<file path="config.mk">
export PLATFORM = sky130hd
export DESIGN_NAME = id_ex_pipe_flat
export DESIGN_NICKNAME = d
export VERILOG_FILES = /design/src/rtl/id_ex_pipe_pkg.sv /design/src/rtl/id_ex_pipe_if.sv /design/src/rtl/id_ex_pipe_gen_pipe_dff.sv /design/src/rtl/id_ex_pipe.sv /design/src/flat_wrapper.sv
export SDC_FILE = /design/constraint.sdc
export NUM_CORES = 1
export LEC_CHECK = 0
export ABC_AREA = 1
export ABC_CLOCK_PERIOD_IN_PS = 1400
export BUFFER_PORTS_ARGS = -buffer_cell sky130_fd_sc_hd__buf_2
export CAP_MARGIN = 25
export CORE_MARGIN = 2
export CORE_UTILIZATION = 42
export CTS_CLUSTER_SIZE = 30
export DETAILED_ROUTE_END_ITERATION = 10
export GPL_ROUTABILITY_DRIVEN = 0
export GPL_TIMING_DRIVEN = 0
export PLACE_DENSITY = 0.76
export SYNTH_ARGS = -nofsm -noshare
export SYNTH_HDL_FRONTEND = slang
export SYNTH_SLANG_ARGS = --single-unit
</file>
<file path="constraint.sdc">
create_clock -name clk -period 1.4 [get_ports clk]
set_input_delay 0.14 -clock clk [delete_from_list [all_inputs] [get_ports clk]]
set_output_delay 0.14 -clock clk [all_outputs]
set_load 0.01 [all_outputs]
</file>
<file path="src/rtl/id_ex_pipe_pkg.sv">
// Shared constants for the id->ex pipeline register: bubble encoding and
// flush-window counter sizing.
package id_ex_pipe_pkg;

  localparam logic [31:0] INST_NOP  = 32'h00000013;
  localparam logic [31:0] ZERO_WORD = 32'h0;
  localparam logic [4:0]  ZERO_REG  = 5'b0;

  localparam int FLUSH_CNT_W = 3;
  typedef logic [FLUSH_CNT_W-1:0] flush_cnt_t;

  // The window is counted down from cycles-1 because the flush edge itself
  // already inserts the first bubble.
  function automatic flush_cnt_t flush_reload(input int cycles);
    return flush_cnt_t'(cycles - 1);
  endfunction

endpackage

</file>
<file path="src/rtl/id_ex_pipe_if.sv">
// Bundle between id/ctrl (master) and the id->ex pipeline register (slave).
interface id_ex_if #(
  parameter int DATA_W = 32,
  parameter int RD_W   = 5
);
  logic [DATA_W-1:0] inst_i;
  logic [DATA_W-1:0] inst_addr_i;
  logic [DATA_W-1:0] op1_i;
  logic [DATA_W-1:0] op2_i;
  logic              reg_wen_i;
  logic [RD_W-1:0]   rd_addr_i;
  logic              valid_i;
  logic              hold_i;
  logic              flush_i;

  logic [DATA_W-1:0] inst_o;
  logic [DATA_W-1:0] inst_addr_o;
  logic [DATA_W-1:0] op1_o;
  logic [DATA_W-1:0] op2_o;
  logic              reg_wen_o;
  logic [RD_W-1:0]   rd_addr_o;
  logic              valid_o;
  logic              flushing_o;
  logic [31:0]       retired_cnt_o;

  modport master (
    output inst_i, inst_addr_i, op1_i, op2_i, reg_wen_i, rd_addr_i, valid_i,
           hold_i, flush_i,
    input  inst_o, inst_addr_o, op1_o, op2_o, reg_wen_o, rd_addr_o, valid_o,
           flushing_o, retired_cnt_o
  );

  modport slave (
    input  inst_i, inst_addr_i, op1_i, op2_i, reg_wen_i, rd_addr_i, valid_i,
           hold_i, flush_i,
    output inst_o, inst_addr_o, op1_o, op2_o, reg_wen_o, rd_addr_o, valid_o,
           flushing_o, retired_cnt_o
  );
endinterface

</file>
<file path="src/rtl/id_ex_pipe_gen_pipe_dff.sv">
// One pipeline field: reset/clear load the default, hold keeps the value,
// otherwise capture d. Clear wins over hold.
module gen_pipe_dff #(
  parameter int           W       = 32,
  parameter logic [W-1:0] DEFAULT = '0
) (
  input  logic         clk,
  input  logic         rst,
  input  logic         hold,
  input  logic         clear,
  input  logic [W-1:0] d,
  output logic [W-1:0] q
);

  always_ff @(posedge clk) begin
    if (rst || clear)
      q <= DEFAULT;
    else if (!hold)
      q <= d;
  end

endmodule

</file>
<file path="src/rtl/id_ex_pipe.sv">
// id->ex pipeline register with stall/flush control, a flush-window counter
// that bubbles wrong-path slots, and a retired-slot counter.
module id_ex_pipe
  import id_ex_pipe_pkg::*;
#(
  parameter int                DATA_W       = 32,
  parameter int                RD_W         = 5,
  parameter int                FLUSH_CYCLES = 1,
  parameter logic [DATA_W-1:0] NOP_INST     = DATA_W'(INST_NOP)
) (
  input  logic    clk,
  input  logic    rst,
  id_ex_if.slave  bus
);

  localparam flush_cnt_t FLUSH_RELOAD = flush_reload(FLUSH_CYCLES);

  flush_cnt_t  flush_cnt;
  logic        flushing;
  logic        clear_slot;
  logic        retire;
  logic [31:0] retired_cnt;

  assign flushing = (flush_cnt != '0);

  // A bubble goes in on a flush, during the window, or when an unstalled
  // load finds no real instruction in id.
  assign clear_slot = bus.flush_i | flushing | (~bus.hold_i & ~bus.valid_i);

  // The jump sitting in ex is consumed on the flush edge even if ctrl stalls.
  assign retire = bus.valid_o & (~bus.hold_i | bus.flush_i);

  // ---- id -> ex register stage ----
  gen_pipe_dff #(.W(DATA_W), .DEFAULT(NOP_INST)) u_inst (
    .clk(clk), .rst(rst), .hold(bus.hold_i), .clear(clear_slot),
    .d(bus.inst_i), .q(bus.inst_o)
  );

  gen_pipe_dff #(.W(DATA_W), .DEFAULT(DATA_W'(ZERO_WORD))) u_inst_addr (
    .clk(clk), .rst(rst), .hold(bus.hold_i), .clear(clear_slot),
    .d(bus.inst_addr_i), .q(bus.inst_addr_o)
  );

  gen_pipe_dff #(.W(DATA_W), .DEFAULT(DATA_W'(ZERO_WORD))) u_op1 (
    .clk(clk), .rst(rst), .hold(bus.hold_i), .clear(clear_slot),
    .d(bus.op1_i), .q(bus.op1_o)
  );

  gen_pipe_dff #(.W(DATA_W), .DEFAULT(DATA_W'(ZERO_WORD))) u_op2 (
    .clk(clk), .rst(rst), .hold(bus.hold_i), .clear(clear_slot),
    .d(bus.op2_i), .q(bus.op2_o)
  );

  gen_pipe_dff #(.W(1), .DEFAULT(1'b0)) u_reg_wen (
    .clk(clk), .rst(rst), .hold(bus.hold_i), .clear(clear_slot),
    .d(bus.reg_wen_i), .q(bus.reg_wen_o)
  );

  gen_pipe_dff #(.W(RD_W), .DEFAULT(RD_W'(ZERO_REG))) u_rd_addr (
    .clk(clk), .rst(rst), .hold(bus.hold_i), .clear(clear_slot),
    .d(bus.rd_addr_i), .q(bus.rd_addr_o)
  );

  gen_pipe_dff #(.W(1), .DEFAULT(1'b0)) u_valid (
    .clk(clk), .rst(rst), .hold(bus.hold_i), .clear(clear_slot),
    .d(bus.valid_i), .q(bus.valid_o)
  );

  // Hold never freezes the window, so a flush always drains completely.
  always_ff @(posedge clk) begin
    if (rst)
      flush_cnt <= '0;
    else if (bus.flush_i)
      flush_cnt <= FLUSH_RELOAD;
    else if (flushing)
      flush_cnt <= flush_cnt - 1'b1;
  end

  always_ff @(posedge clk) begin
    if (rst)
      retired_cnt <= '0;
    else if (retire)
      retired_cnt <= retired_cnt + 32'd1;
  end

  assign bus.flushing_o    = flushing;
  assign bus.retired_cnt_o = retired_cnt;

endmodule

</file>
<file path="src/flat_wrapper.sv">
// flat-port wrapper written by rule: the top's interface ports become plain ports
module id_ex_pipe_flat import id_ex_pipe_pkg::*;
#(
  parameter int                DATA_W       = 32,
  parameter int                RD_W         = 5,
  parameter int                FLUSH_CYCLES = 1,
  parameter logic [DATA_W-1:0] NOP_INST     = DATA_W'(INST_NOP)
)
  (clk, rst, bus_inst_i, bus_inst_addr_i, bus_op1_i, bus_op2_i, bus_reg_wen_i, bus_rd_addr_i, bus_valid_i, bus_hold_i, bus_flush_i, bus_inst_o, bus_inst_addr_o, bus_op1_o, bus_op2_o, bus_reg_wen_o, bus_rd_addr_o, bus_valid_o, bus_flushing_o, bus_retired_cnt_o);
  id_ex_if #(.DATA_W(DATA_W), .RD_W(RD_W)) bus_i ();
  input  logic clk;
  input  logic rst;
  input wire logic [$bits(bus_i.inst_i)-1:0] bus_inst_i;
  input wire logic [$bits(bus_i.inst_addr_i)-1:0] bus_inst_addr_i;
  input wire logic [$bits(bus_i.op1_i)-1:0] bus_op1_i;
  input wire logic [$bits(bus_i.op2_i)-1:0] bus_op2_i;
  input wire logic [$bits(bus_i.reg_wen_i)-1:0] bus_reg_wen_i;
  input wire logic [$bits(bus_i.rd_addr_i)-1:0] bus_rd_addr_i;
  input wire logic [$bits(bus_i.valid_i)-1:0] bus_valid_i;
  input wire logic [$bits(bus_i.hold_i)-1:0] bus_hold_i;
  input wire logic [$bits(bus_i.flush_i)-1:0] bus_flush_i;
  output wire logic [$bits(bus_i.inst_o)-1:0] bus_inst_o;
  output wire logic [$bits(bus_i.inst_addr_o)-1:0] bus_inst_addr_o;
  output wire logic [$bits(bus_i.op1_o)-1:0] bus_op1_o;
  output wire logic [$bits(bus_i.op2_o)-1:0] bus_op2_o;
  output wire logic [$bits(bus_i.reg_wen_o)-1:0] bus_reg_wen_o;
  output wire logic [$bits(bus_i.rd_addr_o)-1:0] bus_rd_addr_o;
  output wire logic [$bits(bus_i.valid_o)-1:0] bus_valid_o;
  output wire logic [$bits(bus_i.flushing_o)-1:0] bus_flushing_o;
  output wire logic [$bits(bus_i.retired_cnt_o)-1:0] bus_retired_cnt_o;
  assign bus_i.inst_i = bus_inst_i;
  assign bus_i.inst_addr_i = bus_inst_addr_i;
  assign bus_i.op1_i = bus_op1_i;
  assign bus_i.op2_i = bus_op2_i;
  assign bus_i.reg_wen_i = bus_reg_wen_i;
  assign bus_i.rd_addr_i = bus_rd_addr_i;
  assign bus_i.valid_i = bus_valid_i;
  assign bus_i.hold_i = bus_hold_i;
  assign bus_i.flush_i = bus_flush_i;
  assign bus_inst_o = bus_i.inst_o;
  assign bus_inst_addr_o = bus_i.inst_addr_o;
  assign bus_op1_o = bus_i.op1_o;
  assign bus_op2_o = bus_i.op2_o;
  assign bus_reg_wen_o = bus_i.reg_wen_o;
  assign bus_rd_addr_o = bus_i.rd_addr_o;
  assign bus_valid_o = bus_i.valid_o;
  assign bus_flushing_o = bus_i.flushing_o;
  assign bus_retired_cnt_o = bus_i.retired_cnt_o;
  id_ex_pipe #(.DATA_W(DATA_W), .RD_W(RD_W), .FLUSH_CYCLES(FLUSH_CYCLES), .NOP_INST(NOP_INST)) u_core (.clk(clk), .rst(rst), .bus(bus_i));
endmodule
</file>
# After elaboration in Yosys (flattened, before gate mapping)

Index checks and enable logic that the tools add are counted.

Reductions and logical operators: 3
Bitwise gates (word level): 7
Add/sub/neg operators: 2

Operator list:

| cell                                              | count |
|---|---|
| adder 32 x 1 -> 32 bit (second input constant)    | 1 |
| OR 1 bit                                          | 3 |
| nonzero test 3 bit                                | 1 |
| subtractor 3 x 1 -> 3 bit (second input constant) | 1 |
| AND 1 bit                                         | 2 |
| NOT 1 bit                                         | 2 |
| OR reduction 2 bit                                | 1 |
| logical OR 1 bit                                  | 1 |

Word-level logic and storage cells: 21
Register bits: 170

# Depth between registers and ports, before layout

Gate-level depths: netlist of run 1.

Depth in word-level cells: 4
Mapped depth: 10

# By module

Synthesis of run 1 repeated with hierarchy kept, for this count alone.

Cells, all modules: 1,173
Area total of the unflattened synthesis: 7,807.5 µm²

By module, submodules not included:

| module                                | area each (µm²) | times used | cells each | sequential area each (µm²) |
|---|---|---|---|---|
| gen_pipe_dff (u_core.u_inst_addr ...) | 1,353.8         | 3          | 203        | 640.6 |
| id_ex_pipe                            | 2,108.3         | 1          | 320        | 700.7 |
| gen_pipe_dff (u_core.u_inst)          | 1,331.3         | 1          | 198        | 640.6 |
| gen_pipe_dff (u_core.u_rd_addr)       | 216.5           | 1          | 32         | 100.1 |
| gen_pipe_dff (u_core.u_reg_wen ...)   | 45.0            | 2          | 7          | 20.0 |

# Worst setup path before layout of run 1

Ideal clock, no wire load.

Path type: reg2reg
Start point: register u_core.retired_cnt[0], in the netlist u_core.bus.retired_cnt_o[0]
End point: register u_core.retired_cnt[16], in the netlist u_core.bus.retired_cnt_o[16]
Setup slack: 0.008 ns
Required time: 1.281 ns
Period minus slack after synthesis: 1.392 ns
Arrival: 1.273 ns
Path buffers: 0
Setup time: 0.119 ns
Cell stages (with the launch flop): 9
Cell sequence: dfxtp_1 > ha_1 > nand3_1 > inv_1 > nand2_1 > nor2_2 > nand2_1 > o21ai_0 > a21oi_1

Cells in the longest elaborated chain, start to end: 1

RTL lines:

| what                   | line             | source |
|---|---|---|
| start, declared        | id_ex_pipe.sv:22 | `logic [31:0] retired_cnt;` |
| start signal, assigned | id_ex_pipe.sv:83 | `retired_cnt <= retired_cnt + 32'd1;` |
| adder 32 x 1 -> 32 bit | id_ex_pipe.sv:83 |  |

Every way passes these cells.
A chain may end at the register's enable or synchronous reset.

# Worst setup path in the final report of run 1

Start point: register u_core.flush_cnt[0]
End point: register u_core.u_op1.q[9]

Cells in the longest elaborated chain, start to end: 4

RTL lines:

| what                   | line                          | source |
|---|---|---|
| start, declared        | id_ex_pipe.sv:18              | `flush_cnt_t flush_cnt;` |
| start signal, assigned | id_ex_pipe.sv:76              | `flush_cnt <= flush_cnt - 1'b1;` |
| nonzero test 3 bit     | id_ex_pipe.sv:24              | `assign flushing = (flush_cnt != '0);` |
| OR 1 bit (2 in series) | id_ex_pipe.sv:28              | `assign clear_slot = bus.flush_i \| flushing \| (~bus.hold_i & ~bus.valid_i);` |
| logical OR 1 bit       | id_ex_pipe_gen_pipe_dff.sv:16 | `if (rst \|\| clear)` |
| end signal, assigned   | id_ex_pipe_gen_pipe_dff.sv:17 | `q <= DEFAULT;` |
| end signal, assigned   | id_ex_pipe_gen_pipe_dff.sv:19 | `q <= d;` |
| end, declared          | id_ex_pipe_gen_pipe_dff.sv:12 | `output logic [W-1:0] q` |

Every way passes these cells.

==> run_results.csv, run 1 <==
group,metric,value,unit
synthesis,synth_cell_types,33,
setup_path,r2r-end,"u_core.u_op1.q[9]",
cts,numClockSinks,170,
routing,avgViaCountPerCell,5.38,
run_status,outcome,"finished with violations",
setup_path,startpoint,"u_core.flush_cnt[0]",
routing,drt_iter0_markers,696,
run_status,violations,"setup timing",
setup_path,startpoint_type,"flop",
die,boundaryPins,307,
power_and_ir_drop,ir_drop,812,uV
worst_hold_path,min-delay-start,"bus_flush_i",
finish,fillers,977,
setup_path,crit_required,1.74,ns
global_route,grtUsageTotal,0.313,
synthesis,yosysTopAreaCell,"dfxtp_1",
setup_path,critPathSlowestCell,"dfxtp_2",
synthesis,yosys_register_bits,170,
placed_design,place_hpwl,15100,um
cts,clkLatencyLatePin,0.43,ns
synthesis,synth_fp_nets,1025,
timing,finalCriticalPeriod,1.52,ns
setup_path,rr_startpoint,"u_core.flush_cnt[0]",
timing,setup_ws,-0.119,ns
die,core_area,0.0152,mm2
finish,design_area,0.0115,mm2
synthesis,yosys.area.top_type_share,0.521,
die,dieArea,0.0166,mm2
cts,htreeDepth,4,
timing,fmax,658,MHz
synthesis,synthCells,883,
global_route,grt_max_degree,17,
routing,drc,0,
power_and_ir_drop,leakagePower,5.12,nW
die,die_h,129,um
timing,slew-limit-headroom,0.620,
finish,area_growth,76.7,%
setup_path,crit_arrival,1.86,ns
setup_path,rr_worst_depth,10,
finish,regArea,0.00344,mm2
power_and_ir_drop,p_per_area,971,mW/mm2
global_route,grt_antenna_before_repair,0,
die,initial_core_util,0.430,
placed_design,port_buffers,305,
setup_path,path_class,"flop to flop",
cts,root_buffer,"clkbuf_16",
synthesis,ys_warn_count,0,
timing,skew,0.0126,ns
timing,rsz0062_at_grt,"yes",
placed_design,dpl_cell_area,0.00830,mm2
cts,clock_path_buffers,2,
global_route,grt_overflow,0,
finish,antennaDiodeCount,0,
routing,drt_pass1_iterations,5,
synthesis,syn_area_per_cell,7.40,um2
cts,cts_buffers,17,
placed_design,place_ws,-0.330,ns
routing,antenna_left,0,
routing,avgRoutedWirePerCell,18.8,um
cts,cts_tree,"done",
die,die-width,129,um
global_route,grt_pass1_vias,8079,
timing,setup-tns-final,-2.94,ns
finish,multi_input_area,0.00342,mm2
timing,hold_viol,0,
timing,slew_viol_final,0,
timing,worst_pin_slew,0.570,ns
routing,totalWireLength,29600,um
setup_path,endpoint_kind,"flop",
synthesis,synthTopCellsByArea,"dfxtp_1 (52%), nand2_1 (19%), a21oi_1 (11%)",
setup_path,slowest_delay,0.33,ns
timing,finalCritPeriodShare,1.09,
die,rows,45,
routing,vias,8477,
worst_hold_path,hp-class,"primary input to flop",
cts,path_clk_slew,0.07,ns
timing,setup_viol,81,
worst_hold_path,holdPathEnd,"u_core.flush_cnt[2]",
setup_path,cp_common_cell,"inv_2",
global_route,grt_pass1_wl,40500,um
power_and_ir_drop,power,0.0112,W
synthesis,seq_area_frac_synth,0.521,
finish,drive_above_1_share,0.420,
run,maxCapViolCount,0,
worst_hold_path,whs_path_depth,4,
finish,fin_nets,1518,
setup_path,crit_chain,"inv_2 -> ha_4 -> inv_2 -> nor2_4 -> nand2_2 -> inv_2 -> o21ai_4 -> buf_12 -> clkbuf_16 -> a21oi_2",
timing,hold_ws,0.114,ns
synthesis,netlist_area,0.00654,mm2
setup_path,critPathMaxFanout,6,
setup_path,reg2reg_slack,-0.12,ns
placed cells by master (no fill, tap or decap), types with 3 or more instances in the layout:
cell / instances
a21oi_2: 96
ha_4: 3
nor2_4: 10
clkinv_4: 3
clkbuf_16: 21
nor2_2: 11
dlygate4sd3_1: 135
o21ai_0: 8
buf_4: 22
o21ai_1: 5
buf_16: 5
nand2_1: 331
dfxtp_4: 4
buf_2: 316
buf_12: 4
clkbuf_1: 16
buf_6: 7
dfxtp_2: 17
nand3_1: 15
dfxtp_1: 149
inv_2: 9
inv_1: 36
nand4_1: 9
buf_8: 8
a21oi_4: 12
inv_6: 4
clkinvlp_4: 4
nor2_1: 53
nand2_2: 6
a21oi_1: 35
nand3_2: 5
sequential cells by signal, indices dropped and copies added, names as in the netlist:
name                      cells
u_core.bus.retired_cnt_o     32
u_core.u_inst.q              32
u_core.u_inst_addr.q         32
u_core.u_op1.q               32
u_core.u_op2.q               32
u_core.u_rd_addr.q            5
u_core.flush_cnt              3
u_core.u_reg_wen.q            1
u_core.u_valid.q              1
synth_stat cells (all sizes together):
| master | count |
|---|---|
| nand3 | 21 |
| o21bai | 1 |
| nand4 | 9 |
| dfxtp | 170 |
| buf | 24 |
| and3 | 1 |
| nand2 | 339 |
| ha | 3 |
| o21ai | 14 |
| clkbuf | 22 |
| xor2 | 2 |
| a31oi | 1 |
| xnor2 | 3 |
| inv | 46 |
| nor3 | 5 |
| a21oi | 143 |
| nand3b | 2 |
| nor2 | 74 |
| o22ai | 1 |
| o21a | 1 |
| and2 | 1 |
metrics by stage:
stage	instances	utilization
6_report	1577	0.760
5_1_grt	1577	0.760
4_1_cts	1567	0.720
3_5_place_dp	1376	0.546
3_3_place_gp	1376	0.546
2_1_floorplan	883	-
layout make-up:
cell class / count / area share
Clock inverter: 13 / 0.0115
Buffer: 45 / 0.0301
Inverter: 46 / 0.0160
Clock buffer: 19 / 0.0384
Multi-Input combinational cell: 622 / 0.297
Timing Repair Buffer: 474 / 0.289
Sequential cell: 170 / 0.298
Tap cell: 188 / 0.0204
layer usage:
layer  share of wire  global-route usage
met5               0                   0
met4           0.068               0.185
met3           0.085              0.0719
met2            0.50               0.558
met1            0.35               0.338
worst max-delay path by stage:
stage	to	slack [ns]	cells past startpoint
final	u_core.u_op1.q[9]	-0.12	10
after detailed placement	u_core.u_reg_wen.q	-0.33	9
after CTS	u_core.u_op2.q[8]	-0.06	10
after global routing	u_core.u_op1.q[9]	-0.16	10
after global placement	u_core.u_op2.q[26]	-0.31	9
after floorplan	u_core.bus.retired_cnt_o[16]	0.008	8
repair_timing:
action / in CTS / in global routing
endpoints found under the setup margin: 146 / 160
pin swaps: 3 / 15
gates resized for setup: 128 / 136
hold buffers: 135 / 0
setup buffers: 16 / 9
endpoints found under the hold margin: 141 / 0
gates cloned: 9 / 4
logic make-up (layout without fill, tap and decap cells):
group | count (synthesis) | after routing | synth area share
simple gates | 452 | 452 | 0.280
xor+xnor | 5 | 5 | 0.00670
flops | 170 | 170 | 0.521
fa+ha+maj | 3 | 3 | 0.00574
compound gates | 161 | 162 | 0.127
buf+inv | 92 | 597 | 0.0603
critical path: cells and delay by family, from the launching register on:
kind	cells	cell delay, ns
buf+inv	5	0.55
flops	1	0.33
compound gates	2	0.28
simple gates	2	0.16
fa+ha+maj	1	0.13
power by group:
part	internal, W	switching (W)	leakage (nW)	total, W
registers	0.00493	0.0000702	1.39	0.00501
logic	0.000750	0.000781	3.46	0.00153
clock network	0.00254	0.00213	0.269	0.00468
(Power assumes the default switching activity.)
==> inputs of run 2 (changes only) <==
--- a/config.mk
+++ b/config.mk
@@ -6,16 +6,16 @@
 export NUM_CORES = 1
 export LEC_CHECK = 0
 export ABC_AREA = 1
-export ABC_CLOCK_PERIOD_IN_PS = 1400
+export ABC_CLOCK_PERIOD_IN_PS = 1800
 export BUFFER_PORTS_ARGS = -buffer_cell sky130_fd_sc_hd__buf_2
 export CAP_MARGIN = 25
 export CORE_MARGIN = 2
-export CORE_UTILIZATION = 42
+export CORE_UTILIZATION = 45
 export CTS_CLUSTER_SIZE = 30
 export DETAILED_ROUTE_END_ITERATION = 10
 export GPL_ROUTABILITY_DRIVEN = 0
 export GPL_TIMING_DRIVEN = 0
-export PLACE_DENSITY = 0.76
+export PLACE_DENSITY = 0.78
 export SYNTH_ARGS = -nofsm -noshare
 export SYNTH_HDL_FRONTEND = slang
 export SYNTH_SLANG_ARGS = --single-unit
==> constraint.sdc (replaced) <==
create_clock -name clk -period 1.8 [get_ports clk]
set_input_delay 0.09 -clock clk [delete_from_list [all_inputs] [get_ports clk]]
set_output_delay 0.09 -clock clk [all_outputs]
set_load 0.01 [all_outputs]
==> run_results.csv, run 2 (synthesis gave the netlist of run 1 again) <==
group,metric,value,unit
finish,final_common_cell,"nand2_1",
timing,hold_viol,0,
setup_path,rr_startpoint,"u_core.flush_cnt[0]",
timing,finalCritPeriodShare,0.925,
timing,rsz0062_at_grt,"no",
routing,antenna_left,0,
global_route,grt_max_degree,17,
setup_path,startpoint,"u_core.flush_cnt[0]",
global_route,grt_pass1_vias,7914,
finish,antennaDiodeCount,0,
timing,worst_pin_slew,0.580,ns
run_status,outcome,"finished clean",
die,core_area,0.0144,mm2
power_and_ir_drop,ir_drop,1080,uV
setup_path,crit_arrival,2.00,ns
timing,slew-limit-headroom,0.613,
routing,highest_layer,"met4",
global_route,grtUsageTotal,0.311,
worst_hold_path,hp-class,"primary input to flop",
finish,drive_above_1_share,0.282,
die,die-width,125,um
timing,slew_viol_final,0,
timing,setup-tns-final,0,ns
routing,met1_length,9300,um
timing,skew,0.0170,ns
routing,vias,7923,
worst_hold_path,min-delay-start,"bus_hold_i",
timing,setup_viol,0,
global_route,grt_overflow,0,
routing,totalWireLength,24700,um
cts,post_cts_buffers,0,
cts,clock_path_buffers,2,
finish,area_growth,56.6,%
global_route,grt_antenna_before_repair,0,
die,boundaryPins,307,
setup_path,endpoint_kind,"flop",
timing,hold_ws,0.0881,ns
cts,root_buffer,"clkbuf_16",
power_and_ir_drop,p_per_area,822,mW/mm2
setup_path,crit_required,2.13,ns
routing,avgRoutedWirePerCell,16.0,um
power_and_ir_drop,leakagePower,4.74,nW
routing,drc,0,
cts,htreeDepth,4,
routing,avgViaCountPerCell,5.15,
setup_path,critPathMaxFanout,10,
die,initial_core_util,0.455,
routing,wl_met3,1900,um
placed_design,port_buffers,305,
routing,drt_iter0_markers,464,
setup_path,path_class,"flop to flop",
timing,fmax,601,MHz
finish,fin_nets,1485,
setup_path,startpoint_type,"flop",
die,rows,44,
cts,clkLatencyLatePin,0.43,ns
cts,numClockSinks,170,
cts,path_clk_slew,0.07,ns
routing,drt_pass1_iterations,5,
run,maxCapViolCount,0,
timing,finalCriticalPeriod,1.66,ns
finish,final_cell_mix,"nand2_1 (336), buf_2 (322), dfxtp_1 (170)",
cts,cts_tree,"done",
placed_design,place_hpwl,14700,um
die,die_h,125,um
die,dieArea,0.0155,mm2
routing,wl_met2,12100,um
cts,cts_buffers,17,
global_route,grt_pass1_wl,39200,um
run 2: report_power, final:
| group | switching (W) | total (W) | internal (W) |
|---|---|---|---|
| registers | 0.0000501 | 0.00389 | 0.00384 |
| clock network | 0.00152 | 0.00359 | 0.00207 |
| logic | 0.000467 | 0.000929 | 0.000461 |
run 2: area by class of cell:
| cell class | count | area (um2) |
|---|---|---|
| buffer | 46 | 228 |
| clock buffer | 20 | 447 |
| clock inverter | 11 | 121 |
| fill | 1065 | 4130 |
| inverter | 46 | 173 |
| multi-input combinational | 621 | 2750 |
| sequential | 170 | 3400 |
| tap | 184 | 230 |
| timing repair buffer | 441 | 2890 |
run 2: critical path, stage by stage (launching register included):
cell	delay (ns)
dfxtp_1	0.31
inv_1	0.08
ha_1	0.15
inv_1	0.04
nor2_1	0.11
nand2_1	0.10
inv_2	0.07
o21ai_2	0.13
buf_6	0.18
clkbuf_4	0.20
a21oi_2	0.22
run 2: layer usage:
metal	vias up	track usage
li1	3730	-
met1	3663	0.349
met2	430	0.533
met3	100	0.0859
met4	0	0.170
met5	-	0
run 2: repair_timing:
action                                 4_1_cts  5_1_grt
hold buffers                               136        0
setup endpoints to repair                    0       18
gates resized for setup                      0        9
endpoints found under the hold margin      143        0
run 2: path summary, 6_finish.rpt:
kind,cells past startpoint,endpoint,slack [ns]
worst min register to register,2,u_core.u_inst.q[8],0.46
worst max register to register,10,u_core.u_inst_addr.q[12],0.14
worst min-delay path,3,u_core.bus.retired_cnt_o[0],0.09
worst max-delay path,10,u_core.u_inst_addr.q[12],0.14
run 2: stage by stage:
| step | power, W | util | setup slack [ns] | instances | instance area (um2) |
|---|---|---|---|---|---|
| final | 0.00842 | 0.712 | 0.135 | 1539 | 10200 |
| after global routing | 0.00869 | 0.712 | 0.0127 | 1539 | 10200 |
| after CTS | 0.00837 | 0.711 | 0.0914 | 1539 | 10200 |
| after detailed placement | 0.00462 | 0.577 | 0.0912 | 1372 | 8290 |
| after global placement | 0.00461 | 0.577 | 0.133 | 1372 | 8290 |
| after floorplan | 0.00428 | - | 0.408 | 883 | 6540 |
==> inputs of run 3 (changes only) <==
--- a/config.mk
+++ b/config.mk
@@ -6,7 +6,7 @@
 export NUM_CORES = 1
 export LEC_CHECK = 0
 export ABC_AREA = 1
-export ABC_CLOCK_PERIOD_IN_PS = 1800
+export ABC_CLOCK_PERIOD_IN_PS = 1550
 export BUFFER_PORTS_ARGS = -buffer_cell sky130_fd_sc_hd__buf_2
 export CAP_MARGIN = 25
 export CORE_MARGIN = 2
==> constraint.sdc (replaced) <==
create_clock -name clk -period 1.55 [get_ports clk]
set_input_delay 0.0775 -clock clk [delete_from_list [all_inputs] [get_ports clk]]
set_output_delay 0.0775 -clock clk [all_outputs]
set_load 0.01 [all_outputs]
==> run_results.csv, run 3 (synthesis gave the netlist of run 1 again) <==
group,metric,value,unit
timing,finalCriticalPeriod,1.55,ns
finish,fin_nets,1496,
global_route,grt_max_degree,17,
cts,cts_tree,"done",
routing,antenna_left,0,
placed_design,place_hpwl,14700,um
timing,hold_viol,0,
routing,avgRoutedWirePerCell,17.1,um
global_route,grtUsageTotal,0.312,
routing,totalWireLength,26600,um
cts,cts_buffers,17,
setup_path,endpoint_kind,"flop",
die,rows,44,
power_and_ir_drop,p_per_area,930,mW/mm2
timing,worst_pin_slew,0.587,ns
setup_path,startpoint_type,"flop",
placed_design,placedCellCount,1372,
cts,clkLatencyLatePin,0.43,ns
setup_path,critPathSlowestCell,"dfxtp_2",
die,initial_core_util,0.455,
setup_path,crit_required,1.90,ns
routing,drc,0,
placed_design,port_buffers,305,
timing,finalCritPeriodShare,0.997,
cts,path_clk_slew,0.07,ns
setup_path,path_class,"flop to flop",
global_route,grt_pass1_vias,7950,
setup_path,rr_worst_depth,10,
cts,numClockSinks,170,
die,boundaryPins,307,
worst_hold_path,whs_path_depth,4,
routing,avgViaCountPerCell,5.32,
setup_path,crit_arrival,1.89,ns
power_and_ir_drop,power,0.00990,W
timing,setup_viol,0,
global_route,grt_antenna_before_repair,1,
setup_path,slowest_delay,0.31,ns
global_route,grt_pass1_wl,39300,um
finish,drive_above_1_share,0.322,
timing,slew_viol_final,0,
die,die-width,125,um
worst_hold_path,hp-class,"primary input to flop",
power_and_ir_drop,ir_drop,953,uV
finish,final_common_cell,"nand2_1",
timing,slew-limit-headroom,0.609,
finish,final_cell_mix,"nand2_1 (335), buf_2 (317), dfxtp_1 (164)",
cts,htreeDepth,4,
cts,clock_path_buffers,2,
timing,skew,0.0144,ns
routing,drt_iter0_markers,543,
run,maxCapViolCount,0,
die,core_area,0.0144,mm2
die,die_h,125,um
timing,fmax,647,MHz
power_and_ir_drop,leakagePower,4.86,nW
finish,fillers,976,
cts,root_buffer,"clkbuf_16",
run_status,outcome,"finished clean",
routing,vias,8250,
global_route,grt_overflow,0,
setup_path,crit_chain,"inv_2 -> ha_4 -> inv_2 -> nor2_4 -> nand2_2 -> inv_2 -> o21ai_4 -> clkbuf_16 -> buf_12 -> a21oi_4",
finish,area_growth,62.8,%
setup_path,critPathMaxFanout,8,
die,dieArea,0.0155,mm2
setup_path,cp_common_cell,"inv_2",
routing,drt_pass1_iterations,5,
timing,rsz0062_at_grt,"yes",
finish,finalNonFillerCells,1551,
==> run 3: through the flow <==
step                      hold slack, ns  worst slack [ns]   util  setup TNS (ns)  area [um2]
after detailed placement           0.301            -0.159  0.577          -10.98        8290
after CTS                         0.0828         0.0000142  0.715               0       10300
after global routing               0.104           -0.0568  0.741          -0.432       10600
after floorplan                    0.204             0.158      -               0        6540
final                             0.0914           0.00450  0.741               0       10600
after global placement             0.295            -0.117  0.577           -7.51        8290
==> run 3: worst max-delay path: cells and delay by family (launching register included) <==
family	cells	cell delay [ns]
buf+inv	5	0.55
fa+ha+maj	1	0.14
flops	1	0.31
simple gates	2	0.18
compound gates	2	0.28
==> run 3: timing repair <==
action / 4_1_cts / 5_1_grt
gates cloned: 0 / 3
setup buffers: 1 / 7
endpoints found under the hold margin: 143 / 0
endpoints found under the setup margin: 134 / 108
pin swaps: 1 / 5
resized for setup: 17 / 66
hold buffers: 136 / 0
==> run 3: cell type report <==
class,instances,area [um2],area share
Antenna cell,1,2.50,0.000235
Timing Repair Buffer,452,3020,0.284
Clock buffer,20,447,0.0420
Clock inverter,11,121,0.0114
Buffer,46,293,0.0275
Multi-Input combinational cell,621,2940,0.276
Inverter,46,173,0.0162
Sequential cell,170,3410,0.321
Tap cell,184,230,0.0216
==> run 3: power by group <==
part,internal [W],switching (W)
clock network,0.00241,0.00178
logic,0.000584,0.000599
registers,0.00447,0.0000603
==> run 3: path summary, 6_finish.rpt <==
| path | start | slack (ns) | end |
|---|---|---|---|
| max | u_core.flush_cnt[1] | 0.004 | u_core.u_inst_addr.q[8] |
| min | bus_hold_i | 0.09 | u_core.bus.retired_cnt_o[1] |
| min reg2reg | u_core.u_inst.q[8] | 0.46 | u_core.u_inst.q[8] |
| max reg2reg | u_core.flush_cnt[1] | 0.004 | u_core.u_inst_addr.q[8] |
==> run 3: metal layers <==
metal | track usage | vias up | wire length [um] | part of all wire
met5 | 0 | - | 0 | 0
li1 | - | 3760 | - | -
met1 | 0.347 | 3808 | 9720 | 0.37
met4 | 0.180 | 0 | 1740 | 0.065
met2 | 0.526 | 530 | 12800 | 0.48
met3 | 0.0949 | 152 | 2330 | 0.088
